===== src/rtl/cla_pipe_adder.sv =====
// cla_pipe_adder: pipelined two-level carry-lookahead adder/subtractor.
// WIDTH bits split into GROUP-bit lookahead groups; a second lookahead level
// over group generate/propagate produces every group carry-in directly, so no
// carry ripples between groups. A global advance signal moves all stages
// together, which gives a fixed latency of STAGES cycles plus stall cycles.
// With STAGES >= 2 the first register sits between the bit/group terms and
// the second-level lookahead; later registers carry finished results.

module cla_pipe_adder #(
  parameter int WIDTH  = 16,
  parameter int GROUP  = 4,
  parameter int STAGES = 2
) (
  input  logic             clk,
  input  logic             rst,
  input  logic             in_valid,
  output logic             in_ready,
  input  logic [WIDTH-1:0] a,
  input  logic [WIDTH-1:0] b,
  input  logic             cin,
  input  logic             sub,
  output logic             out_valid,
  input  logic             out_ready,
  output logic [WIDTH-1:0] y,
  output logic             cout,
  output logic             ovf
);

  localparam int NG = WIDTH / GROUP;
  // Intermediate word: {bb_msb, a_msb, ci, grp_p, grp_g, p, g, half_sum}
  localparam int MW = 3 * WIDTH + 2 * NG + 3;
  // Result word: {ovf, cout, y}
  localparam int RW = WIDTH + 2;

  // First level: operand conditioning, per-bit g/p and group G/P.
  function automatic logic [MW-1:0] front_end(input logic [WIDTH-1:0] av,
                                              input logic [WIDTH-1:0] bv,
                                              input logic             cv,
                                              input logic             sv);
    logic [WIDTH-1:0] bb;
    logic [WIDTH-1:0] g;
    logic [WIDTH-1:0] p;
    logic [WIDTH-1:0] hs;
    logic [NG-1:0]    gg;
    logic [NG-1:0]    gp;
    logic             ci;
    logic             term;
    bb = sv ? ~bv : bv;
    ci = sv ? ~cv : cv;
    g  = av & bb;
    p  = av | bb;
    hs = av ^ bb;
    for (int k = 0; k < NG; k++) begin
      gg[k] = 1'b0;
      gp[k] = 1'b1;
      for (int j = 0; j < GROUP; j++) begin
        // generate at bit j, propagated through every higher bit of the group
        term = g[k*GROUP + j];
        for (int m = j + 1; m < GROUP; m++) begin
          term = term & p[k*GROUP + m];
        end
        gg[k] = gg[k] | term;
        gp[k] = gp[k] & p[k*GROUP + j];
      end
    end
    return {bb[WIDTH-1], av[WIDTH-1], ci, gp, gg, p, g, hs};
  endfunction

  // Second level: group carry-ins from group G/P, then in-group carries and sum.
  function automatic logic [RW-1:0] back_end(input logic [MW-1:0] mv);
    logic [WIDTH-1:0] hs;
    logic [WIDTH-1:0] g;
    logic [WIDTH-1:0] p;
    logic [WIDTH-1:0] s;
    logic [NG-1:0]    gg;
    logic [NG-1:0]    gp;
    logic [NG:0]      gc;
    logic             ci;
    logic             am;
    logic             bm;
    logic             term;
    logic             carry;
    logic             ov;
    hs = mv[WIDTH-1:0];
    g  = mv[2*WIDTH-1:WIDTH];
    p  = mv[3*WIDTH-1:2*WIDTH];
    gg = mv[3*WIDTH+NG-1:3*WIDTH];
    gp = mv[3*WIDTH+2*NG-1:3*WIDTH+NG];
    ci = mv[MW-3];
    am = mv[MW-2];
    bm = mv[MW-1];
    // sum-of-products lookahead over groups; gc[NG] is the final carry out
    for (int k = 0; k <= NG; k++) begin
      term = ci;
      for (int j = 0; j < k; j++) begin
        term = term & gp[j];
      end
      gc[k] = term;
      for (int j = 0; j < k; j++) begin
        term = gg[j];
        for (int x = j + 1; x < k; x++) begin
          term = term & gp[x];
        end
        gc[k] = gc[k] | term;
      end
    end
    // sum-of-products lookahead inside each group from its carry-in
    for (int k = 0; k < NG; k++) begin
      for (int i = 0; i < GROUP; i++) begin
        carry = gc[k];
        for (int j = 0; j < i; j++) begin
          carry = carry & p[k*GROUP + j];
        end
        for (int j = 0; j < i; j++) begin
          term = g[k*GROUP + j];
          for (int x = j + 1; x < i; x++) begin
            term = term & p[k*GROUP + x];
          end
          carry = carry | term;
        end
        s[k*GROUP + i] = hs[k*GROUP + i] ^ carry;
      end
    end
    ov = (am == bm) && (s[WIDTH-1] != am);
    return {ov, gc[NG], s};
  endfunction

  logic              advance_s;
  logic [STAGES-1:0] vld_d;
  logic [STAGES-1:0] vld_q;
  logic [RW-1:0]     res_out_s;

  assign advance_s = out_ready | ~vld_q[STAGES-1];
  assign in_ready  = advance_s;
  assign out_valid = vld_q[STAGES-1];
  assign y         = res_out_s[WIDTH-1:0];
  assign cout      = res_out_s[WIDTH];
  assign ovf       = res_out_s[WIDTH+1];

  // Valid chain: shift one place on advance (bubbles carry 0), otherwise hold.
  always_comb begin
    vld_d = vld_q;
    if (advance_s) begin
      vld_d[0] = in_valid;
      for (int i = 1; i < STAGES; i++) begin
        vld_d[i] = vld_q[i-1];
      end
    end else begin
      vld_d = vld_q;
    end
  end

  // Valid chain register; reset discards everything in flight.
  always_ff @(posedge clk) begin
    if (rst) begin
      vld_q <= {STAGES{1'b0}};
    end else begin
      vld_q <= vld_d;
    end
  end

  if (STAGES == 1) begin : g_one
    logic [RW-1:0] res_d;
    logic [RW-1:0] res_q;

    // Single stage: both lookahead levels ahead of the only register.
    always_comb begin
      res_d = res_q;
      if (advance_s) begin
        res_d = back_end(front_end(a, b, cin, sub));
      end else begin
        res_d = res_q;
      end
    end

    // Result register.
    always_ff @(posedge clk) begin
      if (rst) begin
        res_q <= {RW{1'b0}};
      end else begin
        res_q <= res_d;
      end
    end

    assign res_out_s = res_q;
  end else begin : g_multi
    logic [MW-1:0] mid_d;
    logic [MW-1:0] mid_q;
    logic [RW-1:0] res_d [1:STAGES-1];
    logic [RW-1:0] res_q [1:STAGES-1];

    // Stage 1 input: first-level terms from the operands.
    always_comb begin
      mid_d = mid_q;
      if (advance_s) begin
        mid_d = front_end(a, b, cin, sub);
      end else begin
        mid_d = mid_q;
      end
    end

    // Stage 2 input: second-level lookahead; later stages just shift results.
    always_comb begin
      for (int i = 1; i < STAGES; i++) begin
        res_d[i] = res_q[i];
      end
      if (advance_s) begin
        res_d[1] = back_end(mid_q);
        for (int i = 2; i < STAGES; i++) begin
          res_d[i] = res_q[i-1];
        end
      end else begin
        for (int i = 1; i < STAGES; i++) begin
          res_d[i] = res_q[i];
        end
      end
    end

    // Intermediate and result registers.
    always_ff @(posedge clk) begin
      if (rst) begin
        mid_q <= {MW{1'b0}};
        for (int i = 1; i < STAGES; i++) begin
          res_q[i] <= {RW{1'b0}};
        end
      end else begin
        mid_q <= mid_d;
        for (int i = 1; i < STAGES; i++) begin
          res_q[i] <= res_d[i];
        end
      end
    end

    assign res_out_s = res_q[STAGES-1];
  end

endmodule


===== config.mk =====
export PLATFORM = sky130hd
export DESIGN_NAME = cla_pipe_adder
export DESIGN_NICKNAME = d
export VERILOG_FILES = /design/src/rtl/cla_pipe_adder.sv
export SDC_FILE = /design/constraint.sdc
export NUM_CORES = 1
export LEC_CHECK = 0
export CAP_MARGIN = 20
export CORE_UTILIZATION = 50
export DETAILED_ROUTE_END_ITERATION = 7
export PLACE_DENSITY = 0.81
export RECOVER_POWER = 50
export SLEW_MARGIN = 15
export SYNTH_ARGS = -nofsm -noshare
export SYNTH_HDL_FRONTEND = slang
export SYNTH_SLANG_ARGS = --single-unit

===== constraint.sdc =====
create_clock -name clk -period 5.5 [get_ports clk]
set_clock_uncertainty 0.05 [all_clocks]
set_input_delay 0.825 -clock clk [delete_from_list [all_inputs] [get_ports clk]]
set_output_delay 0.825 -clock clk [all_outputs]
set_load 0.02 [all_outputs]

* Yosys cells after proc, flatten, opt, wreduce, memory -nomap -nowiden
Memories as Yosys holds them, arrays and structs flattened. Cells that the tools add are included.
Storage, ports and cells: memories kept 1, bits in writable memories 18, output and inout port bits 20, flip-flop bits (word level) 61, input port bits 38, logic and storage cells 153
Memories:
- g_multi.res_q | depth 1, bits a word 18, rd ports 1, clocked after memory_dff 0, wr ports 1, line 190 | logic [RW-1:0] res_q [1:STAGES-1];
Operators by class: multiplexer cells 7, eq/ne operators 2, bitwise logic cells 140, reductions and logical operators 1
Operator list (count):
- AND 1 bit | 70
- bitwise OR 1 bit | 48
- two-way mux 18 bit | 2
- AND 16 bit | 1
- two-way mux 16 bit | 1
- inverter 16 bit | 1
- bitwise OR 16 bit | 1
- XOR 1 bit | 16
- XOR 16 bit | 1
- two-way mux 1 bit | 4
- inverter 1 bit | 2
- equality test 1 bit | 1
- logical AND 1 bit | 1
- inequality test 1 bit | 1

* Longest topological paths before layout
word-level depth 17, mapped depth 10

* Worst setup path before layout
No wires, ideal clock.
path type input to register, start input port sub, end register g_multi.mid_q[52], cell stages on the path 8, arrival 2.417 ns, setup time 0.065 ns, setup slack 2.968 ns, required time 5.385 ns, cells stage by stage clkbuf_1 -> buf_2 -> xor2_1 -> inv_1 -> ha_1 -> o41ai_1 -> o21ai_0 -> nor2_1
On the way: word-level cells in the longest chain between the ends 5
RTL lines:
- start: declaration | line 21 | input logic sub,
- two-way mux 16 bit * | line 48 | bb = sv ? ~bv : bv;
- bitwise OR 16 bit * | line 51 | p = av | bb;
- AND 1 bit (2 in a row) | line 63 | gp[k] = gp[k] & p[k*GROUP + j];
- AND 1 bit * | line 63
- end signal: assignment | line 222 | mid_q <= {MW{1'b0}};
- end signal: assignment | line 227 | mid_q <= mid_d;
- end: declaration | line 188 | logic [MW-1:0] mid_q;
Every way passes the cells marked *; elsewhere a longest branch is shown, timed or not. A chain may end at the register's enable or synchronous reset.

* Worst setup path after layout
start input port rst, end memory g_multi.res_q[1][13] (netlist name)
On the way: word-level cells in the longest chain between the ends 3
RTL lines:
- start: declaration | line 15 | input logic rst,
- two-way mux 1 bit | line 221 | if (rst) begin
- two-way mux 1 bit (implied by the code) | line 224 | res_q[i] <= {RW{1'b0}};
- bitwise OR 1 bit (no source line)
- end: declaration | line 190
Several ways; a longest one is shown, not always the timed one.

==> key figures <==
Placed design
  • Gpl congestion: around 0.81
  • DP HPWL: just over 5 mm
  • Place WS: between 2000 and 2500 ps
  • Port bufs: between 50 and 60
  • Placed Cells: about 570
  • DP Area: 4170 um2

Timing
  • Min Tclk post-route: 3960 ps
  • Setup TNS: 0 ps
  • RSZ-0062 raised after global routing: false
  • PnR worst setup slack: roughly 1500 ps
  • Slew HR: -85.8%
  • Worst Max-Slew Pin Slew: about 2800 ps
  • Fin. Hold Viols: 0
  • Final period utilization: about 72%
  • Setup violations, final: 0
  • Fmax: approximately 250 MHz
  • Max-slew violations: between 60 and 70

Setup path
  • Delay of the slowest critical-path stage: slightly below 2000 ps
  • Slowest-stage cell, CP: clkbuf_1
  • CP Max Fanout: 65
  • Crit Path Class: input pin to flop
  • Cell-by-cell trace of the critical path: buf_2, clkbuf_1, inv_1, nand3_1, o41ai_1
  • Type of element launching the critical path: input pin
  • CP Data Arrival Time: between 4000 and 5000 ps
  • Crit. End Element: flop
  • Required time worst endpoint: ~5600 ps

Synthesis
  • Number of enable flip-flop cells after synthesis: 0
  • Area leader, netlist: dfxtp_1
  • Synth area leaders: dfxtp_1, ha_1, nand2_1
  • Commonest cells post-synth: nand2_1, dfxtp_1, a21oi_1
  • Cell with the most instances after synthesis: nand2_1
  • Average size of a mapped cell: 8.17 um2
  • Ys Warns: 0
  • Post-Syn Area: between 3000 and 4000 um2
  • Flops & latches, synth: around 70
  • Post-synthesis sequential area ratio: roughly 40%
  • Cells after Synth: approximately 430
  • Syn nets: approximately 500
  • Post-synthesis cell type count: 35
  • Fraction of registers with async set/reset: 0%
  • Yosys top cell area share: 40.1%
  • Top_reg_cell synth: dfxtp_1

GRT
  • GRT Resource Usage Total: between 20% and 30%
  • Number of global-route vias before repair: just under 3000
  • Busiest grt layer: met2
  • Initial antenna violation count: 0
  • Gr ovfl total: 0
  • Global-route wire length before repair: approximately 13 mm
  • GR Util met3: 4.29%
  • Met1 GRT Util: 26.6%
  • GR met2 Demand/Resource: between 30 and 40%
  • Largest net degree at the start of global routing: between 80 and 90

Clock tree
  • # Post-CTS Setup Buffers: 0
  • Worst-skew pair later-pin latency: roughly 350 ps
  • CTS resizes: 0
  • CTS root buf: clkbuf_8
  • Inserted Clock Buffers: 9
  • H-tree depth: 3
  • Hold-fix buffers, CTS: 0
  • Number of clock sinks: 71
  • CTS tree: yes
  • Clk slew on worst S/H paths: 70 ps
  • Max Root-Sink Buffers: 2

Finish
  • # nets final: between 500 and 600
  • Fraction of layout cells with a size suffix above 1: around 4.5%
  • Layout filler cell count: about 570
  • Area delta synth->final: 25.3%
  • Post-Route Utilization: approximately 65%
  • Post-route insts no fill: 582
  • Diodes inserted: 0
  • Design area: roughly 4400 um2

Routing
  • Post-Route WL: between 7 and 8 mm
  • Number of nets still failing antenna checks after routing: 0
  • Drt pass-1 iters: 4
  • Vias: 3020
  • Wire length per cell: 13.0 um
  • DRT iter0 DRCs: 183
  • DR vias/cell: 5.19
  • DRC Markers: 0

Status
  • Violated checks: capacitance limit, slew limit
  • Status: finished with violations

Floorplanning
  • Die area: between 7000 and 8000 um2
  • Die H: between 80 and 90 um
  • Starting Density: 51.9%
  • Core Region: approximately 6800 um2
  • Row count: 30
  • Die X: approximately 86 um
  • I/O pin cnt: 58

Power and ir drop
  • Leakage Power: approximately 2.0 nW
  • Pwr per Cell Area: about 320 nW/um2
  • Max VDD drop: approximately 0.16 mV

Min path
  • Hold Path Class: flop to flop

Run
  • Max-Cap Viols: 1
[kinds of logic (layout without fill, tap and decap cells)]
| group | Yosys count | in the layout | synth area share [%] |
|---|---|---|---|
| DFF | 71 | 71 | 40.1 |
| buffers and inverters | 62 | 114 | 6.63 |
| and+or+nand+nor | 126 | 126 | 14.6 |
| xor gates and xnor gates | 30 | 30 | 7.41 |
| AOI/OAI and AO/OA | 113 | 113 | 19.9 |
| adders and majority gates | 32 | 32 | 11.3 |
[cell type report]
class | instances | area [um2] | area share [%]
clock inverter | 5 | 128 | 2.87
multi-input combinational | 301 | 1900 | 42.7
inverter | 38 | 143 | 3.21
clock buffer | 11 | 151 | 3.41
tap | 96 | 120 | 2.70
timing repair buffer | 60 | 584 | 13.1
sequential | 71 | 1420 | 32.0
[metrics by stage]
| step | power (W) | hold WS, ps |
|---|---|---|
| 6_report | 0.00144 | 397 |
| 5_1_grt | 0.00151 | 425 |
| 4_1_cts | 0.00145 | 402 |
| 3_5_place_dp | 0.000887 | 392 |
| 3_3_place_gp | 0.000879 | 389 |
| 2_1_floorplan | 0.000781 | 381 |
[worst paths after layout]
path	from	to	slack, ps	cells past startpoint
worst max-delay path	rst	g_multi.res_q[1][13]$_SDFFE_PP0P_	1540	5
worst min-delay path	g_multi.res_q[1][8]$_SDFFE_PP0P_	g_multi.res_q[1][8]$_SDFFE_PP0P_	400	2
worst max register to register	vld_q[1]$_SDFFE_PP0P_	g_multi.res_q[1][6]$_SDFFE_PP0P_	3320	6
worst min register to register	g_multi.res_q[1][8]$_SDFFE_PP0P_	g_multi.res_q[1][8]$_SDFFE_PP0P_	400	2
[sequential cells by signal, indices dropped and copies added (netlist names)]
name,flops
g_multi.mid_q,51
g_multi.res_q,18
vld_q,2
[placed cells by master, fill, tap and decap left out, types with 3 or more instances in the layout]
cell and n:
bufinv_16 4, dlygate4sd3_1 19, a211oi_1 17, o21ai_0 14, o21bai_1 5, a22o_1 4
nand3_1 3, clkbuf_8 11, nor2_1 34, o41ai_1 5, xnor2_1 7, a21o_1 6
nand2_1 74, ha_1 32, dfxtp_1 71, clkdlybuf4s50_1 37, xor2_1 23, a21oi_1 54
inv_1 37
[critical path, delay by kind of cell]
family | cells | cell delay [ps]
AOI/OAI and AO/OA | 1 | 110
and+or+nand+nor | 1 | 290
buffers and inverters | 3 | 2770
[per-layer routing]
metal	vias to the layer above	routed length, um
met3	12	333
met1	1397	3310
met2	78	3780
met4	0	130
met5	-	0
li1	1533	-
[where the power goes]
group          leakage, nW  total [W]  internal (W)  switching, W
clock network        0.136   0.000565      0.000372      0.000194
registers            0.589   0.000601      0.000567     0.0000340
logic                 1.31   0.000272      0.000129      0.000144
total                 2.03    0.00144       0.00107      0.000371
Power figures use the tool's default switching activity.
==> patch (same flow settings) <==
`GROUP`: 4 -> 8.
--- a/src/rtl/cla_pipe_adder.sv
+++ b/src/rtl/cla_pipe_adder.sv
@@ -8,7 +8,7 @@
 
 module cla_pipe_adder #(
   parameter int WIDTH  = 16,
-  parameter int GROUP  = 4,
+  parameter int GROUP  = 8,
   parameter int STAGES = 2
 ) (
   input  logic             clk,
Function: no difference found for any inputs over 10 cycles, from zero or initial values and one cycle with rst high; that may be too few to reach the edited logic, so the function may still have changed.
==> patch against the original RTL <==
The flow still finishes with violations (max-capacitance violations, max-slew violations). Cell count rose by 1.5%. Sequential cell count did not move. Count of clock-buffer cells in the layout did not move. Non-clock buffer count did not move. Wire length fell by 0.53%. Worst hold slack barely moved. Total power fell by 16%. Final area fell by 1.2%. Worst setup slack improved by 0.30 ns. Global-route usage fell by 0.47 points. Via count rose by 1.1%. Sequential power fell by 0.8%. Synthesized area rose by 1.9%. Critical path type unchanged. Critical endpoint is now g_multi.res_q[1][10]$_SDFFE_PP0P_. Largest cell class unchanged.
==> patch: results (changes against the original RTL) <==
Status
  • Status: complete, but fails checks (unchanged)
  • Failing checks: max-capacitance violations, max-slew violations (unchanged)

STA
  • Setup ws final: 1.84 ns (was 1.54 ns)
  • Fin. max-slew vios: 91 (was 66)

Detailed routing
  • Met2 wire length: 3.51 mm (was 3.78 mm)
  • Initial drt markers: 119 (was 183)
  • Met3 wire len: 318 um (was 333 um)
  • Routed WL: 7.52 mm (was 7.56 mm)

Pwr
  • Psw: 359 uW (was 371 uW)
  • P_clk: 347 uW (was 565 uW)
  • Tot Pwr: 1.21 mW (was 1.44 mW)
  • Leak: 2.03 nW (about the same)
  • Pwr/cell area: 276 nW/um2 (was 324 nW/um2)
  • Peak supply drop: 0.166 mV (was 0.158 mV)

Setup path
  • Reg2reg end: g_multi.res_q[1][10]$_SDFFE_PP0P_ (was g_multi.res_q[1][6]$_SDFFE_PP0P_)
  • R2R Setup Slk: 2.55 ns (was 3.32 ns)
  • Crit path launch: out_ready (was rst)
  • Worst-path fanout max: 90 (was 65)

GRT
  • First-pass GRT wire length: 12.8 mm (was 12.9 mm)
  • Vias in the first global route: 2922 (was 2915)
  • Met1 Usage GRT: 26.0% (was 26.6%)

Layout
  • Layout cells sized above 1: 6.06% (was 4.53%)
  • Multi-input comb cells: 309 (was 301)
  • Finished Layout Cells: 591 (was 582)
  • Clk tree area frac: 3.56% (was 6.28%)

Place
  • Post-DP HPWL: 5.19 mm (was 5.09 mm)
  • Dpl cell area: 4240 um2 (was 4170 um2)

Flow run
  • Max_cap viols: 1 (unchanged)

Logic synthesis
  • Synth Area in Adders: 11.1% (was 11.3%)
  • Compound-Gate Fraction of Synth Area: 18.6% (was 19.9%)
  • Top post-synthesis cells by area: dfxtp_1, ha_1, nand2_1, a21oi_1, xor2_1 (unchanged)
==> patch: cell count changes in the layout (fill, tap and decap cells not counted), moves of 5 or more <==
cell / delta
xnor2_1: +5
clkinv_2: +5
nand2_1: +12
o21ai_0: -12
o41ai_1: -5
==> patch: worst min path at each step <==
stage | cells past startpoint | endpoint | slack, ns
floorplan | 2 | g_multi.mid_q[21]$_SDFFE_PP0P_ | 0.38
detailed placement | 2 | g_multi.res_q[1][3]$_SDFFE_PP0P_ | 0.39
global placement | 2 | g_multi.mid_q[50]$_SDFFE_PP0P_ | 0.39
finish | 2 | g_multi.res_q[1][3]$_SDFFE_PP0P_ | 0.40
global route | 2 | g_multi.mid_q[16]$_SDFFE_PP0P_ | 0.43
CTS | 2 | g_multi.res_q[1][3]$_SDFFE_PP0P_ | 0.40
==> patch: tightest hold or removal path: stages (launching register included) <==
cell and delay, ns:
dfxtp_1 0.31, nand2_1 0.05, a21oi_1 0.05
